===== config.mk =====
export PLATFORM = sky130hd
export DESIGN_NAME = keypad_scanner_flat
export DESIGN_NICKNAME = d
export VERILOG_FILES = /design/src/rtl/keypad_scanner_if.sv /design/src/rtl/keypad_scanner.sv /design/src/flat_wrapper.sv
export SDC_FILE = /design/constraint.sdc
export NUM_CORES = 1
export LEC_CHECK = 0
export ABC_CLOCK_PERIOD_IN_PS = 8100
export BUFFER_PORTS_ARGS = -buffer_cell sky130_fd_sc_hd__buf_2
export CORE_UTILIZATION = 65
export CTS_CLUSTER_SIZE = 8
export DETAILED_ROUTE_END_ITERATION = 12
export PLACE_DENSITY = 0.85
export SLEW_MARGIN = 20
export SYNTH_ARGS = -nofsm -noshare
export SYNTH_HDL_FRONTEND = slang
export SYNTH_SLANG_ARGS = --single-unit

===== constraint.sdc =====
create_clock -name clock_in -period 8.1 [get_ports clock_in]
set_input_delay 0.81 -clock clock_in [delete_from_list [all_inputs] [get_ports clock_in]]
set_output_delay 0.81 -clock clock_in [all_outputs]
set_load 0.005 [all_outputs]

===== src/rtl/keypad_scanner_if.sv =====
// Keypad-to-controller link: decoded key, strobe, and the held one-hot row/column pair.
// The scanner drives it through the master modport; the vending controller listens as slave.
interface keypad_scanner_if;
  logic [3:0] key_code_out;
  logic       key_valid_out;
  logic       key_held_out;
  logic [2:0] coluna_held_out;
  logic [3:0] linha_held_out;

  modport master (
    output key_code_out,
    output key_valid_out,
    output key_held_out,
    output coluna_held_out,
    output linha_held_out
  );

  modport slave (
    input key_code_out,
    input key_valid_out,
    input key_held_out,
    input coluna_held_out,
    input linha_held_out
  );
endinterface


===== src/rtl/keypad_scanner.sv =====
// 3x4 matrix keypad scanner: row drive, column sampling, debounce with multi-key rejection,
// and a registered key code, single-cycle strobe and held row/column pair.
module keypad_scanner #(
  parameter int unsigned SCAN_DIV       = 1000,
  parameter int unsigned DEBOUNCE_SCANS = 8
) (
  input  logic             clock_in,
  input  logic             reset_in,
  input  logic [2:0]       coluna_in,
  output logic [3:0]       linha_out,
  keypad_scanner_if.master kp
);

  localparam int unsigned   DivW     = $clog2(SCAN_DIV);
  localparam logic [DivW-1:0] DivLast = DivW'(SCAN_DIV - 1);
  localparam logic [3:0]    DbTarget = 4'(DEBOUNCE_SCANS);

  typedef enum logic [1:0] {StIdle, StDebounce, StHeld} state_e;

  // Scan engine
  logic [DivW-1:0] div_q, div_d;
  logic [1:0]      row_q, row_d;
  logic [2:0]      samp0_q, samp1_q, samp2_q;
  logic            sample_en, scan_done;

  always_comb begin
    sample_en = (div_q == DivLast);
    scan_done = sample_en && (row_q == 2'd3);
    div_d     = sample_en ? '0 : div_q + DivW'(1);
    row_d     = sample_en ? row_q + 2'd1 : row_q;
  end

  always_ff @(posedge clock_in) begin
    if (reset_in) begin
      div_q   <= '0;
      row_q   <= 2'd0;
      samp0_q <= 3'b000;
      samp1_q <= 3'b000;
      samp2_q <= 3'b000;
    end else begin
      div_q <= div_d;
      row_q <= row_d;
      if (sample_en) begin
        case (row_q)
          2'd0:    samp0_q <= coluna_in;
          2'd1:    samp1_q <= coluna_in;
          2'd2:    samp2_q <= coluna_in;
          default: ;
        endcase
      end
    end
  end

  assign linha_out = 4'b1000 >> row_q;

  // Scan classification; row 3 is taken live on the completing cycle
  logic [11:0] scan_bits;
  logic [3:0]  scan_row;
  logic [2:0]  scan_col;
  logic        scan_single;
  logic [3:0]  scan_code;
  logic [3:0]  col_off;

  always_comb begin
    scan_bits   = {samp0_q, samp1_q, samp2_q, coluna_in};
    scan_single = ($countones(scan_bits) == 1);
    scan_row    = {|samp0_q, |samp1_q, |samp2_q, |coluna_in};
    scan_col    = samp0_q | samp1_q | samp2_q | coluna_in;
    col_off     = 4'd0;
    unique case (scan_col)
      3'b100:  col_off = 4'd0;
      3'b010:  col_off = 4'd1;
      3'b001:  col_off = 4'd2;
      default: col_off = 4'd0;
    endcase
    scan_code = 4'd0;
    unique case (scan_row)
      4'b1000: scan_code = 4'd1 + col_off;
      4'b0100: scan_code = 4'd4 + col_off;
      4'b0010: scan_code = 4'd7 + col_off;
      default: scan_code = (col_off == 4'd0) ? 4'd10 : (col_off == 4'd1) ? 4'd0 : 4'd11;
    endcase
  end

  // Debounce FSM and registered outputs
  state_e     state_q, state_d;
  logic [3:0] cnt_q, cnt_d;
  logic [3:0] cand_row_q, cand_row_d;
  logic [2:0] cand_col_q, cand_col_d;
  logic [3:0] cand_code_q, cand_code_d;
  logic [3:0] code_q, code_d;
  logic       valid_q, valid_d;
  logic       held_q, held_d;
  logic [2:0] col_held_q, col_held_d;
  logic [3:0] row_held_q, row_held_d;
  logic       same, accept;

  always_comb begin
    state_d     = state_q;
    cnt_d       = cnt_q;
    cand_row_d  = cand_row_q;
    cand_col_d  = cand_col_q;
    cand_code_d = cand_code_q;
    code_d      = code_q;
    valid_d     = 1'b0;
    held_d      = held_q;
    col_held_d  = col_held_q;
    row_held_d  = row_held_q;
    accept      = 1'b0;
    same        = scan_single && (scan_row == cand_row_q) && (scan_col == cand_col_q);

    if (scan_done) begin
      unique case (state_q)
        StIdle: begin
          if (scan_single) begin
            cand_row_d  = scan_row;
            cand_col_d  = scan_col;
            cand_code_d = scan_code;
            cnt_d       = 4'd1;
            state_d     = StDebounce;
            accept      = (DbTarget == 4'd1);
          end
        end
        StDebounce: begin
          if (same) begin
            cnt_d  = cnt_q + 4'd1;
            accept = (cnt_q + 4'd1 == DbTarget);
          end else if (scan_single) begin
            cand_row_d  = scan_row;
            cand_col_d  = scan_col;
            cand_code_d = scan_code;
            cnt_d       = 4'd1;
          end else begin
            cnt_d   = 4'd0;
            state_d = StIdle;
          end
        end
        StHeld: begin
          if (same) begin
            cnt_d = 4'd0;
          end else if (cnt_q + 4'd1 == DbTarget) begin
            cnt_d      = 4'd0;
            state_d    = StIdle;
            held_d     = 1'b0;
            col_held_d = 3'b000;
            row_held_d = 4'b0000;
          end else begin
            cnt_d = cnt_q + 4'd1;
          end
        end
        default: state_d = StIdle;
      endcase
    end

    if (accept) begin
      state_d    = StHeld;
      cnt_d      = 4'd0;
      valid_d    = 1'b1;
      held_d     = 1'b1;
      code_d     = cand_code_d;
      col_held_d = cand_col_d;
      row_held_d = cand_row_d;
    end
  end

  always_ff @(posedge clock_in) begin
    if (reset_in) begin
      state_q     <= StIdle;
      cnt_q       <= 4'd0;
      cand_row_q  <= 4'd0;
      cand_col_q  <= 3'd0;
      cand_code_q <= 4'd0;
      code_q      <= 4'd0;
      valid_q     <= 1'b0;
      held_q      <= 1'b0;
      col_held_q  <= 3'b000;
      row_held_q  <= 4'b0000;
    end else begin
      state_q     <= state_d;
      cnt_q       <= cnt_d;
      cand_row_q  <= cand_row_d;
      cand_col_q  <= cand_col_d;
      cand_code_q <= cand_code_d;
      code_q      <= code_d;
      valid_q     <= valid_d;
      held_q      <= held_d;
      col_held_q  <= col_held_d;
      row_held_q  <= row_held_d;
    end
  end

  assign kp.key_code_out    = code_q;
  assign kp.key_valid_out   = valid_q;
  assign kp.key_held_out    = held_q;
  assign kp.coluna_held_out = col_held_q;
  assign kp.linha_held_out  = row_held_q;

endmodule


===== src/flat_wrapper.sv =====
// flat-port wrapper written by rule: the top's interface ports become plain ports
module keypad_scanner_flat 
#(
  parameter int unsigned SCAN_DIV       = 1000,
  parameter int unsigned DEBOUNCE_SCANS = 8
)
  (clock_in, reset_in, coluna_in, linha_out, kp_key_code_out, kp_key_valid_out, kp_key_held_out, kp_coluna_held_out, kp_linha_held_out);
  keypad_scanner_if kp_i ();
  input  logic clock_in;
  input  logic reset_in;
  input  logic [2:0] coluna_in;
  output logic [3:0] linha_out;
  output wire logic [$bits(kp_i.key_code_out)-1:0] kp_key_code_out;
  output wire logic [$bits(kp_i.key_valid_out)-1:0] kp_key_valid_out;
  output wire logic [$bits(kp_i.key_held_out)-1:0] kp_key_held_out;
  output wire logic [$bits(kp_i.coluna_held_out)-1:0] kp_coluna_held_out;
  output wire logic [$bits(kp_i.linha_held_out)-1:0] kp_linha_held_out;
  assign kp_key_code_out = kp_i.key_code_out;
  assign kp_key_valid_out = kp_i.key_valid_out;
  assign kp_key_held_out = kp_i.key_held_out;
  assign kp_coluna_held_out = kp_i.coluna_held_out;
  assign kp_linha_held_out = kp_i.linha_held_out;
  keypad_scanner #(.SCAN_DIV(SCAN_DIV), .DEBOUNCE_SCANS(DEBOUNCE_SCANS)) u_core (.clock_in(clock_in), .reset_in(reset_in), .coluna_in(coluna_in), .linha_out(linha_out), .kp(kp_i));
endmodule

==> Word level (Yosys, flattened, before mapping) <==
Index checks and enable logic that the tools add are counted.
Widths: inputs -> output; s select.
{ "word_totals": {"out_inout_bits": 17, "ff_bits": 51, "input_bits": 5, "wordCells": 136} }
{ "classes": {"n_mux": 49, "shifts": 1, "n_reduce_logical": 23, "eq_ne": 27, "n_addsub": 17, "n_bitwise": 3} }
{ "ops": {"columns": ["op", "count"], "rows": [
  ["$add 32x32->32", 5],
  ["$mux 4", 17],
  ["$eq 32x2->1 const B", 1],
  ["$mux 3", 8],
  ["$pmux 4 s3", 2],
  ["$pmux 4 s2", 2],
  ["$mux 2", 7],
  ["$add 1x1->2", 6],
  ["$reduce_and 6->1", 2],
  ["$reduce_or 3->1", 4],
  ["$add 10x1->10 const B", 1],
  ["$eq 10x10->1 const B", 1],
  ["$mux 1", 10],
  ["$ne 3x3->1 const B", 3],
  ["$or 3x3->3", 3],
  ["$add 3x2->4 const A", 2],
  ["$eq 4x4->1 const B", 2],
  ["$ne 2x2->1 const B", 4],
  ["$eq 2x1->1 const B", 3],
  ["$eq 2x2->1 const B", 3],
  ["$ne 3x1->1 const B", 2],
  ["$pmux 2 s3", 1],
  ["$pmux 3 s2", 1],
  ["$reduce_and 2->1", 3],
  ["20 further kinds", 27]
]} }

==> Depth between registers and ports, before layout <==
{ "depth": {"word_depth": 13, "mapped_depth": 17, "mapped_depth_nobuf": 16} }

==> Least setup slack after synthesis <==
OpenSTA, ideal clock, no wires.
{ "synth_timing": {"path_kind": "in2reg", "startpoint": "input port coluna_in[0]", "endpoint": "register u_core.cnt_q[0]", "required_time_ns": 7.985, "arrival_ns": 4.804, "path_stages": 17, "setup_slack_ns": 3.181, "path_buffers": 1, "cell_sequence": "inv_1 -> ha_1 -> inv_1 -> fa_1 -> fa_1 -> inv_1 -> fa_1 -> ha_1 -> fa_1 -> and3b_1 -> o211a_1 -> buf_6 -> and2_1 -> nand4_1 -> nor2_1 -> or2_2 -> a2111oi_0"} }
{ "synth_between": {"elab_chain_len": 11} }
{ "synth_lines": {"columns": ["item", "line_no", "source"], "rows": [
  ["start, declared", "flat_wrapper.sv:11", "input logic [2:0] coluna_in;"],
  ["$add 1x1->2 (implied by the code)", "keypad_scanner.sv:66", "scan_single = ($countones(scan_bits) == 1);"],
  ["$add 32x32->32 (implied by the code) (3 in series)", "keypad_scanner.sv:66", null],
  ["$eq 32x2->1", "keypad_scanner.sv:66", null],
  ["$logic_and 1x1->1 (2 in series)", "keypad_scanner.sv:110", "same = scan_single && (scan_row == cand_row_q) && (scan_col == cand_col_q);"],
  ["$mux 1", "keypad_scanner.sv:125", "if (same) begin"],
  ["$mux 1", null, null],
  ["$mux 1", "keypad_scanner.sv:112", "if (scan_done) begin"],
  ["$reduce_or 2->1 (no source line)", null, null],
  ["end signal, assigned", "keypad_scanner.sv:180", "cnt_q <= cnt_d;"],
  ["end, declared", "keypad_scanner.sv:87", "logic [3:0] cnt_q, cnt_d;"]
]} }
Several ways; a longest one is shown, not always the timed one.
A chain may end at the register's enable or synchronous reset.

==> Final worst setup path <==
{ "layout_timing": {"startpoint": "input port coluna_in[0]", "endpoint": "register u_core.code_q[3], in the netlist u_core.kp.key_code_out[3]"} }
{ "layout_between": {"elab_chain_len": 11} }
{ "layout_lines": {"columns": ["item", "line_no", "source"], "rows": [
  ["branches (longest 11 deep; another with $add 32x32->32)", null, null],
  ["end signal, assigned", "keypad_scanner.sv:184", "code_q <= code_d;"],
  ["end, declared", "keypad_scanner.sv:91", "logic [3:0] code_q, code_d;"]
]} }
Several ways; the timed one is not identified.

==> reports/metrics.csv <==
stage;metric;value;unit
power_and_ir_drop;share of power burned in combinational logic;0.087;
cells_and_area;Design Area, Final;0.003423;sq mm
power_and_ir_drop;internal cell power;0.3577;mW
clock_tree;clock sink count;51;
grt;GRT overflow;0;
sta;maximum clock rate;0.1823;GHz
place;placed cell areas;0.003304;sq mm
power_and_ir_drop;static leakage;1.343;nW
synth;ys flop type;dfxtp_1;
grt;global-route wire length before repair;12010;microns
synth;flip-flop and latch count after synthesis;51;
floorplanning;I/O Pins;22;
min_path;hold endpoint;u_core.kp.key_held_out;
synth;Syn Area/Cell;8.762;sq um
synth;largest family of logic cells by synthesized area;simple AND/OR/NAND/NOR gates;
sta;Hold WS;0.4526;ns
synth;sequential cell area fraction in the yosys report;0.3219;
sta;unrepaired setup endpoints after global routing;false;
floorplanning;Die Wd;71.86;microns
cells_and_area;Reg area;0.001021;sq mm
route;DR vias/cell;6.199;
clock_tree;htree depth;2;
critical_path;critical path arrival;5.69;ns
synth;post-synthesis adder-cell area fraction;0.1467;
floorplanning;Initial Util;0.6715;
critical_path;Critical Path Fanout Max;19;
synth;Synth top area share;0.3219;
synth;post-synthesis compound-gate area fraction;0.1570;
synth;Post-synth ARST share;0;
synth;syn_nets;400;
cells_and_area;area of the multi-input gates;0.001984;sq mm
floorplanning;Die Y;71.86;microns
sta;Hold Vio Cnt, Final;0;
cells_and_area;share of cells above drive strength 1;0.1286;
critical_path;startpoint types;input port;
run_status;outcome;finished, final reports clean;
synth;Synth Instances;362;
synth;Yosys top cell by area;dfxtp_1;
route;post-route ant nets;0;
clock_tree;CTS max path bufs;2;
clock_tree;Clk pin slew, worst setup/hold paths;0.09;ns
clock_tree;Clock Latency Late Sink;0.31;ns
power_and_ir_drop;maximum vdd drop;0.0001412;V
synth;yosys warns;0;
flow_run;Max-Cap Viols;0;
cells_and_area;Final Util;0.7248;
synth;Mapped Area;0.003172;sq mm
route;first-iteration detailed-routing DRC count;290;
route;DRC;0;
power_and_ir_drop;sequential cell fraction of total power;0.533;
sta;Clock Skew;0.01648;ns
synth;Synth Area in Simple Gates;0.2694;
power_and_ir_drop;sw frac;0.2457;
critical_path;Critical Path RT;8.30;ns
min_path;Hold Path Class;register to register;
grt;initial antenna violation count;0;
route;final wirelength;7307;microns
critical_path;WS Path Type;input port to register;
synth;mux share of post-synthesis cell area;0.006312;
critical_path;R2R Path Start;u_core.samp2_q[0];
place;I/O Buffers;21;
clock_tree;root buf cell;clkbuf_8;
place;RePlAce Congestion;0.8935;
critical_path;Crit Reg-Reg Endpoint;u_core.kp.key_code_out[3];
floorplanning;core area;0.004723;sq mm
clock_tree;post-CTS sizing;0;
route;via count;2777;
grt;pin count of the biggest net entering global routing;32;
grt;total global-route track usage;0.2961;
cells_and_area;Layout Area Growth over Synthesis;7.929;%
synth;largest cells by area after synthesis;dfxtp_1 32%, ha_1 10%, fa_1 4.4%;
sta;final setup violation count;0;
sta;Rel. slew slack;0.4077;
synth;Yosys cell types;62;
clock_tree;CTS buffer count;5;
critical_path;worst setup path startpoint;coluna_in[0];
route;WL/cell;16.31;microns
power_and_ir_drop;clock share of power;0.380;
critical_path;R2R Setup Slk;2.85;ns
floorplanning;row count;25;
sta;setup TNS;0;ns
floorplanning;die footprint;0.005163;sq mm
route;Pre-antenna DRT Iters;5;
synth;xor and xnor fraction of the mapped netlist area;0.04418;
cells_and_area;number of diodes;0;
sta;post-layout minimum cycle time;5.484;ns
sta;final period utilization;0.6770;
sta;Final Slew Violations;0;
clock_tree;TritonCTS clock tree;yes;
grt;number of global-route vias before repair;2480;
synth;number of synthesized flops with an enable pin;0;
cells_and_area;Fillers;352;
critical_path;reg2reg path depth;15;
power_and_ir_drop;power per cell area;138.5;mW/mm^2
place;detailed-placement wirelength estimate;5379;microns
cells_and_area;fin nets;418;
power_and_ir_drop;Net Sw Power;0.1165;mW
clock_tree;post-CTS setup buffer count;0;
critical_path;crit end category;register;
clock_tree;hold buffer count at CTS;0;
min_path;hold path cells;1;
min_path;min-delay src;u_core.kp.key_held_out;
sta;worst slew pin tran;0.8819;ns
-- state kept, by name, indices dropped and copies added (netlist names) --
register and count:
u_core.cand_code_q 4, u_core.cand_col_q 3, u_core.cand_row_q 4, u_core.cnt_q 4
u_core.div_q 10, u_core.kp.coluna_held_out 3, u_core.kp.key_code_out 4, u_core.kp.key_held_out 1
u_core.kp.key_valid_out 1, u_core.kp.linha_held_out 4, u_core.row_q 2, u_core.samp0_q 3
u_core.samp1_q 3, u_core.samp2_q 3, u_core.state_q 2
-- through the flow --
stage / total power, mW / std cells / setup slack, ns
6_report: 0.4742 / 448 / 2.616
3_5_place_dp: 0.2988 / 440 / 2.351
4_1_cts: 0.4736 / 448 / 2.692
5_1_grt: 0.4892 / 448 / 2.288
3_3_place_gp: 0.2973 / 440 / 2.531
2_1_floorplan: 0.2909 / 362 / 3.181
-- cell families (layout without fill, tap and decap cells) --
logic type                 count (synthesis)  in the layout
DFF                                       51             51
and+or+nand+nor                          149            149
xor gates and xnor gates                  16             16
muxes                                      2              2
AOI/OAI and AO/OA                         70             70
adders and majority gates                 33             33
buffers and inverters                     41             60
-- cell type report --
| type | count | share of cell area |
|---|---|---|
| clock buffer | 5 | 0.02010 |
| clock inverter | 3 | 0.01279 |
| inverter | 31 | 0.03399 |
| multi-input combinational | 270 | 0.5797 |
| sequential | 51 | 0.2982 |
| tap | 67 | 0.02449 |
| timing repair buffer | 21 | 0.03070 |
-- synth_stat cells, types with 6 or more instances --
library cell and instances:
a21oi_1 20, nor3_1 9, inv_1 31, dfxtp_1 51, nor2_1 36, a22oi_1 6, clkbuf_1 7, nand4_1 12
fa_1 7, o2bb2ai_1 10, ha_1 26, xnor2_1 13, nand2_1 25, nand3_1 20
-- power groups by stage --
stage / combinational, mW / sequential (mW) / clock [mW]
finish: 0.0412 / 0.253 / 0.180
global route: 0.0459 / 0.253 / 0.190
CTS: 0.0403 / 0.253 / 0.181
detailed placement: 0.0401 / 0.259 / 0
global placement: 0.0387 / 0.259 / 0
floorplan: 0.0325 / 0.258 / 0
-- routing by layer --
metal,wire length (microns),global-route usage
met3,426,0.04923
met1,3448,0.4351
met4,122,0.09150
met5,0,0
met2,3309,0.4455
-- worst max-delay path, stage by stage --
cell     delay, ns
buf_2         0.17
inv_1         0.06
ha_1          0.27
inv_1         0.05
fa_1          0.49
fa_1          0.51
inv_1         0.05
fa_1          0.48
ha_1          0.25
fa_1          0.44
nor4b_1       0.29
o211a_1       0.57
and2_1        0.32
nand4_1       0.33
nor2_1        0.24
nor2_1        0.11
a22o_1        0.24
-- how the worst max path moves through the flow --
stage | to | cells after the start
finish | u_core.kp.key_code_out[3] | 17
global route | u_core.kp.linha_held_out[1] | 17
CTS | u_core.kp.key_code_out[3] | 17
detailed placement | u_core.kp.key_code_out[3] | 17
global placement | u_core.kp.key_code_out[2] | 16
floorplan | u_core.cnt_q[0] | 17
-- layout by cell type (no fill, tap or decap), types with 3 or more instances in the layout --
| cell | instances |
|---|---|
| nand4_1 | 12 |
| a21o_1 | 3 |
| a21oi_1 | 20 |
| or3_1 | 5 |
| a22oi_1 | 6 |
| nor3_1 | 9 |
| nand2_1 | 25 |
| nand3_1 | 20 |
| ha_1 | 26 |
| or2_2 | 4 |
| inv_1 | 31 |
| nand2b_1 | 3 |
| xnor2_1 | 13 |
| nor4_4 | 3 |
| nor2b_1 | 5 |
| a31oi_1 | 5 |
| xor2_1 | 3 |
| o21ai_0 | 4 |
| and2_1 | 3 |
| fa_1 | 7 |
| buf_2 | 21 |
| dfxtp_1 | 51 |
| o2bb2ai_1 | 10 |
| clkbuf_8 | 5 |
| nor2_1 | 36 |
Note: power is estimated with default switching activity, not from simulation.
